$ cat src/rtl/mux_scan_ctrl_pkg.sv
// Shared types and constants for the mux scan controller.
// Latency: n/a (declarations only).
// Backpressure: n/a (declarations only).
//
// Holds the FSM state encoding, select/frame widths and a small helper
// used by the controller to recognise the last channel of a frame.
package mux_scan_ctrl_pkg;

    localparam int SEL_W  = 4;   // select code width {a,b,c,d}
    localparam int NUM_CH = 16;  // channels per frame, fixed by the 4-bit select
    localparam int CNT_W  = 8;   // dwell counter width, covers DWELL up to 255

    typedef enum logic [1:0] {
        ST_IDLE   = 2'd0,
        ST_SETTLE = 2'd1,
        ST_SAMPLE = 2'd2,
        ST_DONE   = 2'd3
    } state_t;

    typedef logic [SEL_W-1:0]  ch_t;
    typedef logic [NUM_CH-1:0] frame_t;

    // True on the channel whose sample completes the frame.
    function automatic logic is_last_ch(input ch_t ch);
        return ch == ch_t'(NUM_CH - 1);
    endfunction

endpackage

$ cat src/rtl/mux_scan_ctrl_if.sv
// Bundle of control, select and frame signals between scan controller and its user.
// Latency: n/a (wiring only).
// Backpressure: none; the controller never stalls and the frame is a held register.
//
// master: drives start/cont/abort and the mux output y; observes selects,
//         busy, done and frame.
// slave : the scan controller itself.
interface mux_scan_ctrl_if;
    import mux_scan_ctrl_pkg::*;

    logic   start;  // begin a frame scan (IDLE only)
    logic   cont;   // continuous mode, sampled in DONE
    logic   abort;  // cancel the scan, return to IDLE next cycle
    logic   y;      // combined 16:1 mux output
    logic   a;      // select bit 3
    logic   b;      // select bit 2
    logic   c;      // select bit 1
    logic   d;      // select bit 0
    logic   busy;   // high in SETTLE and SAMPLE
    logic   done;   // one-cycle pulse when a frame completes
    frame_t frame;  // last completed frame

    modport master (
        output start, cont, abort, y,
        input  a, b, c, d, busy, done, frame
    );

    modport slave (
        input  start, cont, abort, y,
        output a, b, c, d, busy, done, frame
    );

endinterface

$ cat src/rtl/mux_scan_ctrl_dwell_timer.sv
// Settle-window counter: counts cycles while enabled, flags the last one.
// Latency: expire is combinational from the count register (same cycle).
// Backpressure: none; clear dominates enable.
//
// Ports: clk, rst (sync, active-high), clr (zero the count), en (advance),
//        expire (count has reached DWELL-1).
module dwell_timer
    import mux_scan_ctrl_pkg::*;
#(
    parameter int DWELL = 2   // legal 1..255
) (
    input  logic clk,
    input  logic rst,
    input  logic clr,
    input  logic en,
    output logic expire
);

    logic [CNT_W-1:0] cnt;

    always_ff @(posedge clk) begin
        if (rst || clr) begin
            cnt <= '0;
        end else if (en) begin
            cnt <= cnt + 1'b1;
        end
    end

    assign expire = (cnt == CNT_W'(DWELL - 1));

endmodule

$ cat src/rtl/mux_scan_ctrl.sv
// Scan controller stepping a 16:1 mux select through all channels and framing the samples.
// Latency: frame published 16*(DWELL+1)+1 cycles after start is accepted.
// Backpressure: none; start is ignored while a scan is in progress, abort wins over everything but rst.
//
// Ports: clk, rst (sync, active-high), bus (mux_scan_ctrl_if.slave):
//   start/cont/abort/y in; a,b,c,d selects, busy, done pulse, frame out.
// The channel register drives the selects directly so they never glitch.
module mux_scan_ctrl
    import mux_scan_ctrl_pkg::*;
#(
    parameter int DWELL = 2   // settle cycles per channel, legal 1..255
) (
    input  logic            clk,
    input  logic            rst,
    mux_scan_ctrl_if.slave  bus
);

    state_t state;
    ch_t    ch;
    frame_t shadow;
    frame_t shadow_upd;
    frame_t frame_q;
    logic   busy_q;
    logic   done_q;
    logic   dwell_expire;

    // The timer only runs in SETTLE; holding it clear everywhere else means
    // every SETTLE entry starts from zero without extra bookkeeping.
    dwell_timer #(
        .DWELL (DWELL)
    ) u_dwell_timer (
        .clk    (clk),
        .rst    (rst),
        .clr    (state != ST_SETTLE),
        .en     (state == ST_SETTLE),
        .expire (dwell_expire)
    );

    // Shadow with the current sample merged in, so the final channel's bit
    // lands in the published frame on the same edge it is captured.
    always_comb begin
        shadow_upd     = shadow;
        shadow_upd[ch] = bus.y;
    end

    always_ff @(posedge clk) begin
        if (rst) begin
            state   <= ST_IDLE;
            ch      <= '0;
            shadow  <= '0;
            frame_q <= '0;
            busy_q  <= 1'b0;
            done_q  <= 1'b0;
        end else begin
            done_q <= 1'b0;
            case (state)
                ST_IDLE: begin
                    ch <= '0;
                    if (bus.start && !bus.abort) begin
                        state  <= ST_SETTLE;
                        busy_q <= 1'b1;
                    end
                end

                ST_SETTLE: begin
                    if (bus.abort) begin
                        state  <= ST_IDLE;
                        ch     <= '0;
                        busy_q <= 1'b0;
                    end else if (dwell_expire) begin
                        state <= ST_SAMPLE;
                    end
                end

                ST_SAMPLE: begin
                    if (bus.abort) begin
                        state  <= ST_IDLE;
                        ch     <= '0;
                        busy_q <= 1'b0;
                    end else begin
                        shadow <= shadow_upd;
                        if (is_last_ch(ch)) begin
                            // Selects drop to 0 with DONE so every code,
                            // including 15, is presented for DWELL+1 cycles.
                            state   <= ST_DONE;
                            ch      <= '0;
                            frame_q <= shadow_upd;
                            busy_q  <= 1'b0;
                            done_q  <= 1'b1;
                        end else begin
                            state <= ST_SETTLE;
                            ch    <= ch + 1'b1;
                        end
                    end
                end

                ST_DONE: begin
                    ch <= '0;
                    if (bus.cont && !bus.abort) begin
                        state  <= ST_SETTLE;
                        busy_q <= 1'b1;
                    end else begin
                        state <= ST_IDLE;
                    end
                end

                default: begin
                    state  <= ST_IDLE;
                    ch     <= '0;
                    busy_q <= 1'b0;
                end
            endcase
        end
    end

    assign {bus.a, bus.b, bus.c, bus.d} = ch;
    assign bus.busy  = busy_q;
    assign bus.done  = done_q;
    assign bus.frame = frame_q;

endmodule
$ cat src/flat_wrapper.sv
// flat-port wrapper written by rule: the top's interface ports become plain ports
module mux_scan_ctrl_flat import mux_scan_ctrl_pkg::*;
#(
    parameter int DWELL = 2                                             
)
  (clk, rst, bus_start, bus_cont, bus_abort, bus_y, bus_a, bus_b, bus_c, bus_d, bus_busy, bus_done, bus_frame);
  mux_scan_ctrl_if bus_i ();
  input  logic clk;
  input  logic rst;
  input wire logic [$bits(bus_i.start)-1:0] bus_start;
  input wire logic [$bits(bus_i.cont)-1:0] bus_cont;
  input wire logic [$bits(bus_i.abort)-1:0] bus_abort;
  input wire logic [$bits(bus_i.y)-1:0] bus_y;
  output wire logic [$bits(bus_i.a)-1:0] bus_a;
  output wire logic [$bits(bus_i.b)-1:0] bus_b;
  output wire logic [$bits(bus_i.c)-1:0] bus_c;
  output wire logic [$bits(bus_i.d)-1:0] bus_d;
  output wire logic [$bits(bus_i.busy)-1:0] bus_busy;
  output wire logic [$bits(bus_i.done)-1:0] bus_done;
  output wire logic [$bits(bus_i.frame)-1:0] bus_frame;
  assign bus_i.start = bus_start;
  assign bus_i.cont = bus_cont;
  assign bus_i.abort = bus_abort;
  assign bus_i.y = bus_y;
  assign bus_a = bus_i.a;
  assign bus_b = bus_i.b;
  assign bus_c = bus_i.c;
  assign bus_d = bus_i.d;
  assign bus_busy = bus_i.busy;
  assign bus_done = bus_i.done;
  assign bus_frame = bus_i.frame;
  mux_scan_ctrl #(.DWELL(DWELL)) u_core (.clk(clk), .rst(rst), .bus(bus_i));
endmodule
$ cat config.mk
export PLATFORM = sky130hd
export DESIGN_NAME = mux_scan_ctrl_flat
export DESIGN_NICKNAME = d
export VERILOG_FILES = /design/src/rtl/mux_scan_ctrl_pkg.sv /design/src/rtl/mux_scan_ctrl_if.sv /design/src/rtl/mux_scan_ctrl_dwell_timer.sv /design/src/rtl/mux_scan_ctrl.sv /design/src/flat_wrapper.sv
export SDC_FILE = /design/constraint.sdc
export NUM_CORES = 1
export LEC_CHECK = 0
export BUFFER_PORTS_ARGS = -buffer_cell sky130_fd_sc_hd__buf_4
export CAP_MARGIN = 20
export CORE_MARGIN = 2
export CORE_UTILIZATION = 61
export DETAILED_ROUTE_END_ITERATION = 16
export HOLD_SLACK_MARGIN = 0.03
export PLACE_DENSITY = 0.83
export SLEW_MARGIN = 30
export SYNTH_ARGS = -nofsm -noshare
export SYNTH_HDL_FRONTEND = slang
export SYNTH_SLANG_ARGS = --single-unit
$ cat constraint.sdc
create_clock -name clk -period 3.25 [get_ports clk]
set_input_delay 0.325 -clock clk [delete_from_list [all_inputs] [get_ports clk]]
set_output_delay 0.325 -clock clk [all_outputs]
set_load 0.01 [all_outputs]
==> run summary, run 1 <==
Synth cell types -> 37
Post-synth top flop -> dfxtp_1
Flop pwr share -> 61.4%
Setup CP Type -> reg -> reg
Vias/cell -> 5.55
Layout Nets -> 282
Core footprint -> 3390 um2
Worst vdd ir -> 0.000312 V
CP arrival -> 2230 ps
Detail Route Antenna Nets -> 0
Cell Pwr Density -> 394 nW/um2
Num rows -> 21
Placed Area -> 2370 um2
Final WL -> 4170 um
Gpl congestion -> 0.837
RSZ-0062 raised after global routing -> false
Cts hold-fix bufs -> 0
Hold WS -> 214 ps
Combinational Power Share -> 7.6%
Drt wl/cell -> 13.3 um
DP Cell Count -> 305
Status -> finished clean
Hold depth -> 2
Die Height -> 64.0 um
Startpoint class of the critical path -> flop
Setup bufs post-CTS -> 0
Clk buf depth -> 2
First-pass GRT wire length -> 7360 um
GR Overflow Total -> 0
Setup Skew -> 9.64 ps
Slew @ Worst Pin -> 720 ps
Area share of the largest cell type after synthesis -> 42.9%
Area delta synth->final -> 10.8%
PortBufs -> 27
Synth Warn # -> 0
Reg2reg end -> u_core.bus.busy$_SDFFE_PP0P_
1st-pass router iterations -> 4
Syn_nets -> 264
Synth top cells by count -> dfxtp_1 (47), nor2_1 (33), nand2_1 (30), a211oi_1 (21), a21oi_1 (16)
Initial antenna violation count -> 0
Fin. Hold Viols -> 0
Headroom to the max-slew limit -> 52.0%
H-Tree Depth -> 2
Die area -> 4090 um2
Switching share of power -> 25.1%
CP startpoint -> u_core.state[0]$_SDFFE_PP0P_
Via count -> 1738
Sw Pwr -> 0.240 mW
Post-synth top area cell -> dfxtp_1
Syn Inst Count -> 248
WP data required -> 3530 ps
Leakage power figure -> 0.928 nW
Die X -> 64.0 um
Clock-pin slew on the worst setup and hold paths -> 130 ps
EDFF count, synth -> 0
Initial drt markers -> 111
Peak fanout along the critical path -> 23
Pins Over Slew Limit -> 0
Final period util -> 60.2%
Vias in the first global route -> 1599
I/O pin total -> 28
Clk root buf -> clkbuf_4
Fin crit period -> 1960 ps
Total CTS buffers -> 5
Final-report setup violation count -> 0
Fmax -> 0.511 GHz
Post-route DRC -> 0
Sequential area share after synthesis -> 42.9%
Flops & latches, synth -> 47
Clock share of power -> 31.0%
Largest cells by area after synthesis -> dfxtp_1 (43%), a211oi_1 (7.2%), ha_1 (5.7%)
Antenna cells -> 0
Dpl hpwl -> 2820 um
Finished Cell Area -> 2430 um2
FFs w/ async S/R, synth -> 0%
CP Capture Type -> flop
Layout Cells excl Fill -> 313
Hold path start -> bus_abort
Pint -> 0.718 mW
R2r setup slk -> 1290 ps
CTS tree -> done
Setup TNS -> 0 ps
Clk_lat worst skew -> 360 ps
Hold path endpoint -> u_core.ch[1]$_SDFFE_PP0N_
Largest net degree at the start of global routing -> 41
Clock sink total -> 47
# Max-Cap Violations -> 0
Layout cells sized above 1 -> 16.1%
Mapped Area -> 2190 um2
Total GRT Usage -> 22.7%
Avg Cell Area, Syn -> 8.85 um2
Worst hold path class -> in -> reg
Most common cell in the netlist -> dfxtp_1
R2R cell count -> 5
Layout fillers -> 271
RR Startpoint -> u_core.state[0]$_SDFFE_PP0P_
Initial Util -> 64.7%
CTS-repair resized insts -> 0
placed cells by master, fill, tap and decap left out, drive strengths merged, types with 7 or more instances in the layout:
cell type / synthesis / final
a211oi: 23 / 23
a21oi: 16 / 16
buf: 9 / 27
clkbuf: 7 / 7
dfxtp: 47 / 47
ha: 10 / 10
mux2i: 11 / 11
nand2: 31 / 31
nand3: 12 / 12
nor2: 34 / 34
final cells by class:
type                       instances  area (um2)  area share [%]
clock inverter                     1        8.76           0.360
inverter                           6        22.5           0.926
multi-input combinational        179        1140            47.0
tap                               46        57.6            2.37
timing repair buffer              27         203            8.34
sequential                        47         941            38.7
clock buffer                       7        55.1            2.26
cells by family (layout without fill, tap and decap cells):
kind of cell / count (synthesis) / after routing / share of synthesized area, %
xor gates and xnor gates: 4 / 4 / 1.60
AOI/OAI and AO/OA: 53 / 53 / 16.5
DFF: 47 / 47 / 42.9
muxes: 11 / 11 / 5.02
and+or+nand+nor: 101 / 101 / 23.3
buffers and inverters: 22 / 41 / 5.02
adders and majority gates: 10 / 10 / 5.70
flip-flops by register name (all words and copies together) (netlist names):
signal and cells:
u_core.u_dwell_timer.cnt 8, u_core.ch 4, u_core.state 2, u_core.bus.done 1, u_core.bus.frame 16, u_core.bus.busy 1, u_core.shadow 15
per-stage QoR:
stage          utilization, %  total power [mW]  setup WS (ps)
2_1_floorplan               -             0.653           1660
3_3_place_gp             69.8             0.672           1440
3_5_place_dp             69.8             0.673           1370
4_1_cts                  71.7             0.962           1320
5_1_grt                  71.7             0.993           1150
6_report                 71.7             0.958           1290
worst max-delay path by stage:
stage / endpoint / cells past startpoint
2_1_floorplan: u_core.bus.frame[0]$_SDFFE_PP0P_ / 7
3_3_place_gp: u_core.bus.busy$_SDFFE_PP0P_ / 6
3_5_place_dp: u_core.bus.busy$_SDFFE_PP0P_ / 6
4_1_cts: u_core.bus.busy$_SDFFE_PP0P_ / 5
5_1_grt: u_core.bus.busy$_SDFFE_PP0P_ / 5
6_report: u_core.bus.busy$_SDFFE_PP0P_ / 5
routing by layer:
metal	vias up	share of wire, %	GRT usage [%]
li1	900	-	-
met2	29	45	35.0
met5	-	0	0
met1	799	49	30.5
met4	0	1.9	10.3
met3	10	3.7	4.75
critical path, cell delays in order (launching register included):
cell      delay (ps)
dfxtp_1          360
inv_1            110
ha_1             320
and2b_1          640
nand2_1          160
a311oi_1         300
power by group through the flow:
stage	combinational (mW)	sequential (mW)	clock (mW)
2_1_floorplan	0.0533	0.600	0
3_3_place_gp	0.0717	0.600	0
3_5_place_dp	0.0727	0.600	0
4_1_cts	0.0732	0.588	0.301
5_1_grt	0.0814	0.589	0.322
6_report	0.0732	0.588	0.297
No activity file was read; power rests on OpenSTA's default activity.
==> run 2: changes to the inputs <==
--- a/config.mk
+++ b/config.mk
@@ -8,10 +8,10 @@
 export BUFFER_PORTS_ARGS = -buffer_cell sky130_fd_sc_hd__buf_4
 export CAP_MARGIN = 20
 export CORE_MARGIN = 2
-export CORE_UTILIZATION = 61
+export CORE_UTILIZATION = 51
 export DETAILED_ROUTE_END_ITERATION = 16
 export HOLD_SLACK_MARGIN = 0.03
-export PLACE_DENSITY = 0.83
+export PLACE_DENSITY = 0.74
 export SLEW_MARGIN = 30
 export SYNTH_ARGS = -nofsm -noshare
 export SYNTH_HDL_FRONTEND = slang
==> constraint.sdc (replaced) <==
create_clock -name clk -period 1.8 [get_ports clk]
set_input_delay 0.18 -clock clk [delete_from_list [all_inputs] [get_ports clk]]
set_output_delay 0.18 -clock clk [all_outputs]
set_load 0.01 [all_outputs]
==> run 2 against run 1 <==
  * Die area rose by 18%
  * Routed wire length rose by 4.5%
  * Critical path depth grew 1
  * Core utilization decreased by 9.6 points
==> run summary, run 2 (synthesized netlist as in run 1, its figures left out) <==
Cell Pwr Density -> 775 nW/um2
Status -> finished clean
RSZ-0062 raised after global routing -> false
Num rows -> 23
Cts hold-fix bufs -> 0
Layout Nets -> 287
Startpoint class of the critical path -> flop
Vias/cell -> 5.53
Clock-pin slew on the worst setup and hold paths -> 90 ps
Layout cells sized above 1 -> 17.7%
Post-route DRC -> 0
# Max-Cap Violations -> 0
Slew @ Worst Pin -> 429 ps
CP Capture Type -> flop
Setup TNS -> 0 ps
Fmax -> 0.600 GHz
Total GRT Usage -> 18.3%
Placed Area -> 2400 um2
CP arrival -> 1900 ps
Final period util -> 92.6%
I/O pin total -> 28
WP data required -> 2030 ps
Layout Cells excl Fill -> 321
Dpl hpwl -> 2920 um
Final-report setup violation count -> 0
GR Overflow Total -> 0
Hold WS -> 150 ps
Pins Over Slew Limit -> 0
Initial Util -> 54.1%
DP Cell Count -> 313
Clk root buf -> clkbuf_8
Setup CP Type -> reg -> reg
Overall power -> 1.95 mW
Via count -> 1774
Hold depth -> 2
Hold path endpoint -> u_core.ch[0]$_SDFFE_PP0N_
Initial antenna violation count -> 0
Peak fanout along the critical path -> 14
Most frequent cells in the layout -> dfxtp_1 (47), nor2_1 (33), buf_4 (31)
Die area -> 4840 um2
Worst hold path class -> in -> reg
Initial drt markers -> 91
Total CTS buffers -> 5
Detail Route Antenna Nets -> 0
Setup Skew -> 8.16 ps
Headroom to the max-slew limit -> 71.3%
Hold path start -> bus_abort
Worst vdd ir -> 0.000683 V
CTS-repair resized insts -> 0
Gpl congestion -> 0.780
H-Tree Depth -> 2
R2R cell count -> 6
Fin crit period -> 1670 ps
Drt wl/cell -> 13.6 um
Finished Cell Area -> 2520 um2
Setup bufs post-CTS -> 0
PortBufs -> 27
1st-pass router iterations -> 4
RR Startpoint -> u_core.state[0]$_SDFFE_PP0P_
Die Height -> 69.6 um
Clock sink total -> 47
Leakage power figure -> 0.964 nW
Reg2reg end -> u_core.state[1]$_SDFFE_PP0P_
Largest net degree at the start of global routing -> 29
Max FFs per register -> 16
Fin. Hold Viols -> 0
R2r setup slk -> 130 ps
Final WL -> 4360 um
Clk buf depth -> 2
Area delta synth->final -> 14.8%
Most common cell after layout, fill and taps aside -> dfxtp_1
First-pass GRT wire length -> 7300 um
CTS tree -> done
Die X -> 69.6 um
Layout fillers -> 364
Vias in the first global route -> 1589
Antenna cells -> 0
Clk_lat worst skew -> 300 ps
Core footprint -> 4060 um2
run 2: changes by cell type in the layout (fill, tap and decap cells not counted):
cell        previous run  this run
buf_4                 27        31
bufinv_16              0         1
clkbuf_1               1         0
clkbuf_4               5         0
clkbuf_8               1         5
clkinv_4               1         0
clkinvlp_4             0         1
nor2_4                 0         1
run 2: how the worst max path moves through the flow:
stage / cells past startpoint / endpoint / start
5_1_grt: 6 / u_core.state[1]$_SDFFE_PP0P_ / u_core.state[0]$_SDFFE_PP0P_
6_report: 6 / u_core.state[1]$_SDFFE_PP0P_ / u_core.state[0]$_SDFFE_PP0P_
3_5_place_dp: 6 / u_core.bus.frame[11]$_SDFFE_PP0P_ / u_core.state[0]$_SDFFE_PP0P_
4_1_cts: 6 / u_core.bus.frame[11]$_SDFFE_PP0P_ / u_core.state[0]$_SDFFE_PP0P_
2_1_floorplan: 7 / u_core.bus.frame[0]$_SDFFE_PP0P_ / u_core.ch[0]$_SDFFE_PP0N_
3_3_place_gp: 6 / u_core.bus.frame[10]$_SDFFE_PP0P_ / u_core.state[0]$_SDFFE_PP0P_
run 2: per-layer routing:
layer	global-route usage, %	share of wire, %	vias to the layer above
met3	3.92	3.3	5
met1	24.6	49	827
met4	5.23	1.1	0
met5	0	0	-
li1	-	-	909
met2	29.6	46	33
run 2: final cells by class:
| class | count | area (um2) | area share (%) |
|---|---|---|---|
| Clock buffer | 5 | 68.8 | 2.73 |
| Inverter | 6 | 22.5 | 0.894 |
| Multi-Input combinational cell | 180 | 1150 | 45.8 |
| Tap cell | 50 | 62.6 | 2.48 |
| Timing Repair Buffer | 31 | 233 | 9.24 |
| Clock inverter | 2 | 37.5 | 1.49 |
| Sequential cell | 47 | 941 | 37.3 |
run 2: worst max-delay path, stage by stage (launching register included):
cell and delay, ps:
dfxtp_1 340, inv_1 120, ha_1 330, nand2b_2 210
nor2_4 360, a32oi_1 100, a31oi_1 130
run 2: metrics by stage:
stage | setup WS [ps] | utilization, %
final | 133 | 62.1
after global routing | 49.7 | 62.1
after CTS | 105 | 61.8
after detailed placement | 131 | 59.2
after global placement | 162 | 59.2
after floorplan | 209 | -
run 2: report_power, final:
part	total (mW)	internal (mW)	switching [mW]
combinational	0.132	0.0513	0.0804
clock	0.761	0.406	0.355
sequential	1.06	1.05	0.00968
==> run 3: changes to the inputs <==
--- a/config.mk
+++ b/config.mk
@@ -5,13 +5,14 @@
 export SDC_FILE = /design/constraint.sdc
 export NUM_CORES = 1
 export LEC_CHECK = 0
+export ABC_AREA = 1
 export BUFFER_PORTS_ARGS = -buffer_cell sky130_fd_sc_hd__buf_4
 export CAP_MARGIN = 20
 export CORE_MARGIN = 2
-export CORE_UTILIZATION = 51
+export CORE_UTILIZATION = 61
 export DETAILED_ROUTE_END_ITERATION = 16
 export HOLD_SLACK_MARGIN = 0.03
-export PLACE_DENSITY = 0.74
+export PLACE_DENSITY = 0.83
 export SLEW_MARGIN = 30
 export SYNTH_ARGS = -nofsm -noshare
 export SYNTH_HDL_FRONTEND = slang
==> constraint.sdc (replaced) <==
create_clock -name clk -period 2.08 [get_ports clk]
set_input_delay 0.208 -clock clk [delete_from_list [all_inputs] [get_ports clk]]
set_output_delay 0.208 -clock clk [all_outputs]
set_load 0.01 [all_outputs]
==> run 3 against run 2 <==
  * Cell count is 19% higher
  * Maximum frequency is 2.3% higher
  * Sequential power hardly changed
  * Clock skew is 4.9 ps lower
  * Flip-flop and latch count stayed put
  * Worst setup slack better by 320 ps
  * Synthesized area is 4.3% higher
  * Die area is 12% lower
  * Synthesized cell count is 25% higher
  * Sequential share of layout area is 0.62 points lower
  * Via count is 13% higher
  * Critical path type unchanged
  * Largest power group unchanged
==> run summary, run 3 <==
Status -> finished clean
Initial Util -> 63.0%
Setup Skew -> 3.26 ps
Sw Pwr -> 0.713 mW
Worst vdd ir -> 0.000722 V
Largest family of logic cells by synthesized area -> simple AND/OR/NAND/NOR gates
Post-synth top flop -> dfxtp_1
XOR/XNOR Fraction of Synth Area -> 0.383%
CTS tree -> done
Avg Cell Area, Syn -> 7.36 um2
Max FFs per register -> 16
Num rows -> 22
Synth Warn # -> 0
Switching share of power -> 33.2%
RSZ-0062 raised after global routing -> false
Pins Over Slew Limit -> 0
Die Height -> 65.3 um
Clock sink total -> 47
Mux cell area share after synthesis -> 0%
Fmax -> 0.614 GHz
Combinational Power Share -> 27.4%
FFs w/ async S/R, synth -> 0%
Dpl hpwl -> 3130 um
Total GRT Usage -> 23.4%
Antenna cells -> 0
Initial drt markers -> 126
Sequential area share after synthesis -> 41.1%
Via count -> 2008
Post-synth top area cell -> dfxtp_1
Initial antenna violation count -> 0
Layout Nets -> 352
Detail Route Antenna Nets -> 0
Overall power -> 2.15 mW
H-Tree Depth -> 2
Drt wl/cell -> 11.6 um
Synth top cells by count -> nand2_1 (59), dfxtp_1 (47), nor2_1 (39), inv_1 (36), o21ai_0 (26)
Area delta synth->final -> 12.0%
Simple-gate share of the synthesized area -> 26.1%
Clk buf depth -> 2
Core footprint -> 3630 um2
Leakage power figure -> 1.26 nW
Hold depth -> 2
R2R cell count -> 10
Clock-pin slew on the worst setup and hold paths -> 80 ps
I/O pin total -> 28
Fin. Hold Viols -> 0
Cell Pwr Density -> 838 nW/um2
WP data required -> 2270 ps
Final period util -> 78.3%
Clk_lat worst skew -> 290 ps
Vias in the first global route -> 1797
Setup bufs post-CTS -> 0
# Max-Cap Violations -> 0
Worst hold path class -> in -> reg
Clk root buf -> clkbuf_8
Die area -> 4260 um2
Startpoint class of the critical path -> flop
Pint -> 1.43 mW
Largest cells by area after synthesis -> dfxtp_1 (41%), nand2_1 (9.7%), nor2_1 (6.4%)
Total CTS buffers -> 5
Compound-gate portion of the synthesized area -> 16.7%
CP arrival -> 1820 ps
Most frequent cells in the layout -> nand2_1 (59), dfxtp_1 (47), nor2_1 (39)
PortBufs -> 27
Setup CP Type -> reg -> reg
Syn Inst Count -> 311
Layout cells sized above 1 -> 14.9%
Hold WS -> 231 ps
Slew @ Worst Pin -> 651 ps
Flops & latches, synth -> 47
1st-pass router iterations -> 4
Gpl congestion -> 0.864
Cts hold-fix bufs -> 0
Area share of the largest cell type after synthesis -> 41.1%
CP Capture Type -> flop
First-pass GRT wire length -> 7950 um
Mapped Area -> 2290 um2
Final-report setup violation count -> 0
Vias/cell -> 5.24
EDFF count, synth -> 0
Post-route DRC -> 0
Most common cell in the netlist -> nand2_1
Flop pwr share -> 49.5%
GR Overflow Total -> 0
Synth cell types -> 27
Placed Area -> 2490 um2
Adder-cell share of the synthesized area -> 5.47%
Peak fanout along the critical path -> 27
Clock share of power -> 23.2%
Largest net degree at the start of global routing -> 28
Die X -> 65.3 um
Finished Cell Area -> 2560 um2
Most common cell after layout, fill and taps aside -> nand2_1
Syn_nets -> 327
CTS-repair resized insts -> 0
Headroom to the max-slew limit -> 56.5%
Final WL -> 4460 um
Setup TNS -> 0 ps
Fin crit period -> 1630 ps
==> run 3: cell types whose count changed in the layout (fill, tap and decap cells not counted), moves of 6 or more <==
cell / before / now
nand3_1: 11 / 24
o21ai_1: 0 / 7
o21ai_0: 6 / 26
a21oi_1: 16 / 22
a211oi_1: 21 / 2
nor2_1: 33 / 39
nand2_1: 30 / 59
a21o_1: 0 / 8
inv_1: 6 / 36
mux2i_1: 11 / 0
==> run 3: power groups by stage <==
stage                     combinational [mW]  clock [mW]  sequential (mW)
final                                  0.587       0.498             1.06
after floorplan                        0.454           0             1.07
after global routing                   0.684       0.551             1.08
after detailed placement               0.583           0             1.08
after global placement                 0.570           0             1.08
after CTS                              0.588       0.508             1.06
==> run 3: cell type report <==
| class | instances | area (um2) |
|---|---|---|
| multi-input combinational | 212 | 1110 |
| fill | 320 | 1070 |
| clock buffer | 6 | 72.6 |
| tap | 48 | 60.1 |
| timing repair buffer | 29 | 218 |
| inverter | 41 | 159 |
| sequential | 47 | 941 |
==> run 3: cell families after synthesis <==
logic type / after synthesis
simple gates: 132
buf+inv: 52
fa+ha+maj: 10
flops: 47
xor+xnor: 1
compound gates: 69
==> run 3: path summary, 6_finish.rpt <==
kind	start	slack [ps]	endpoint
worst max-delay path	u_core.state[0]$_SDFFE_PP0P_	450	u_core.bus.busy$_SDFFE_PP0P_
worst min-delay path	rst	230	u_core.ch[3]$_SDFFE_PP0N_
worst max register to register	u_core.state[0]$_SDFFE_PP0P_	450	u_core.bus.busy$_SDFFE_PP0P_
worst min register to register	u_core.u_dwell_timer.cnt[0]$_SDFFE_PP0N_	470	u_core.u_dwell_timer.cnt[0]$_SDFFE_PP0N_
==> run 3: critical path: stages (launching register included) <==
cell and delay (ps):
dfxtp_1 380, inv_1 90, ha_1 230, nand2_4 160, inv_2 200, nand2_1 130
nand2_1 50, nor2_1 120, nand2_1 60, nand2_1 60, nor2_1 40
==> run 3: stage by stage <==
stage               cells  util, %  worst slack (ps)
finish                383     70.5               451
global route          383     70.5               270
CTS                   383     70.5               447
detailed placement    377     68.5               472
global placement      377     68.5               510
floorplan             311        -               650
==> run 3: per-layer routing <==
layer	part of all wire [%]	global-route usage, %	vias to the layer above
met5	0	0	-
met4	0.74	5.73	0
met1	47	31.8	912
met2	47	38.0	46
li1	-	-	1045
met3	4.9	4.79	5
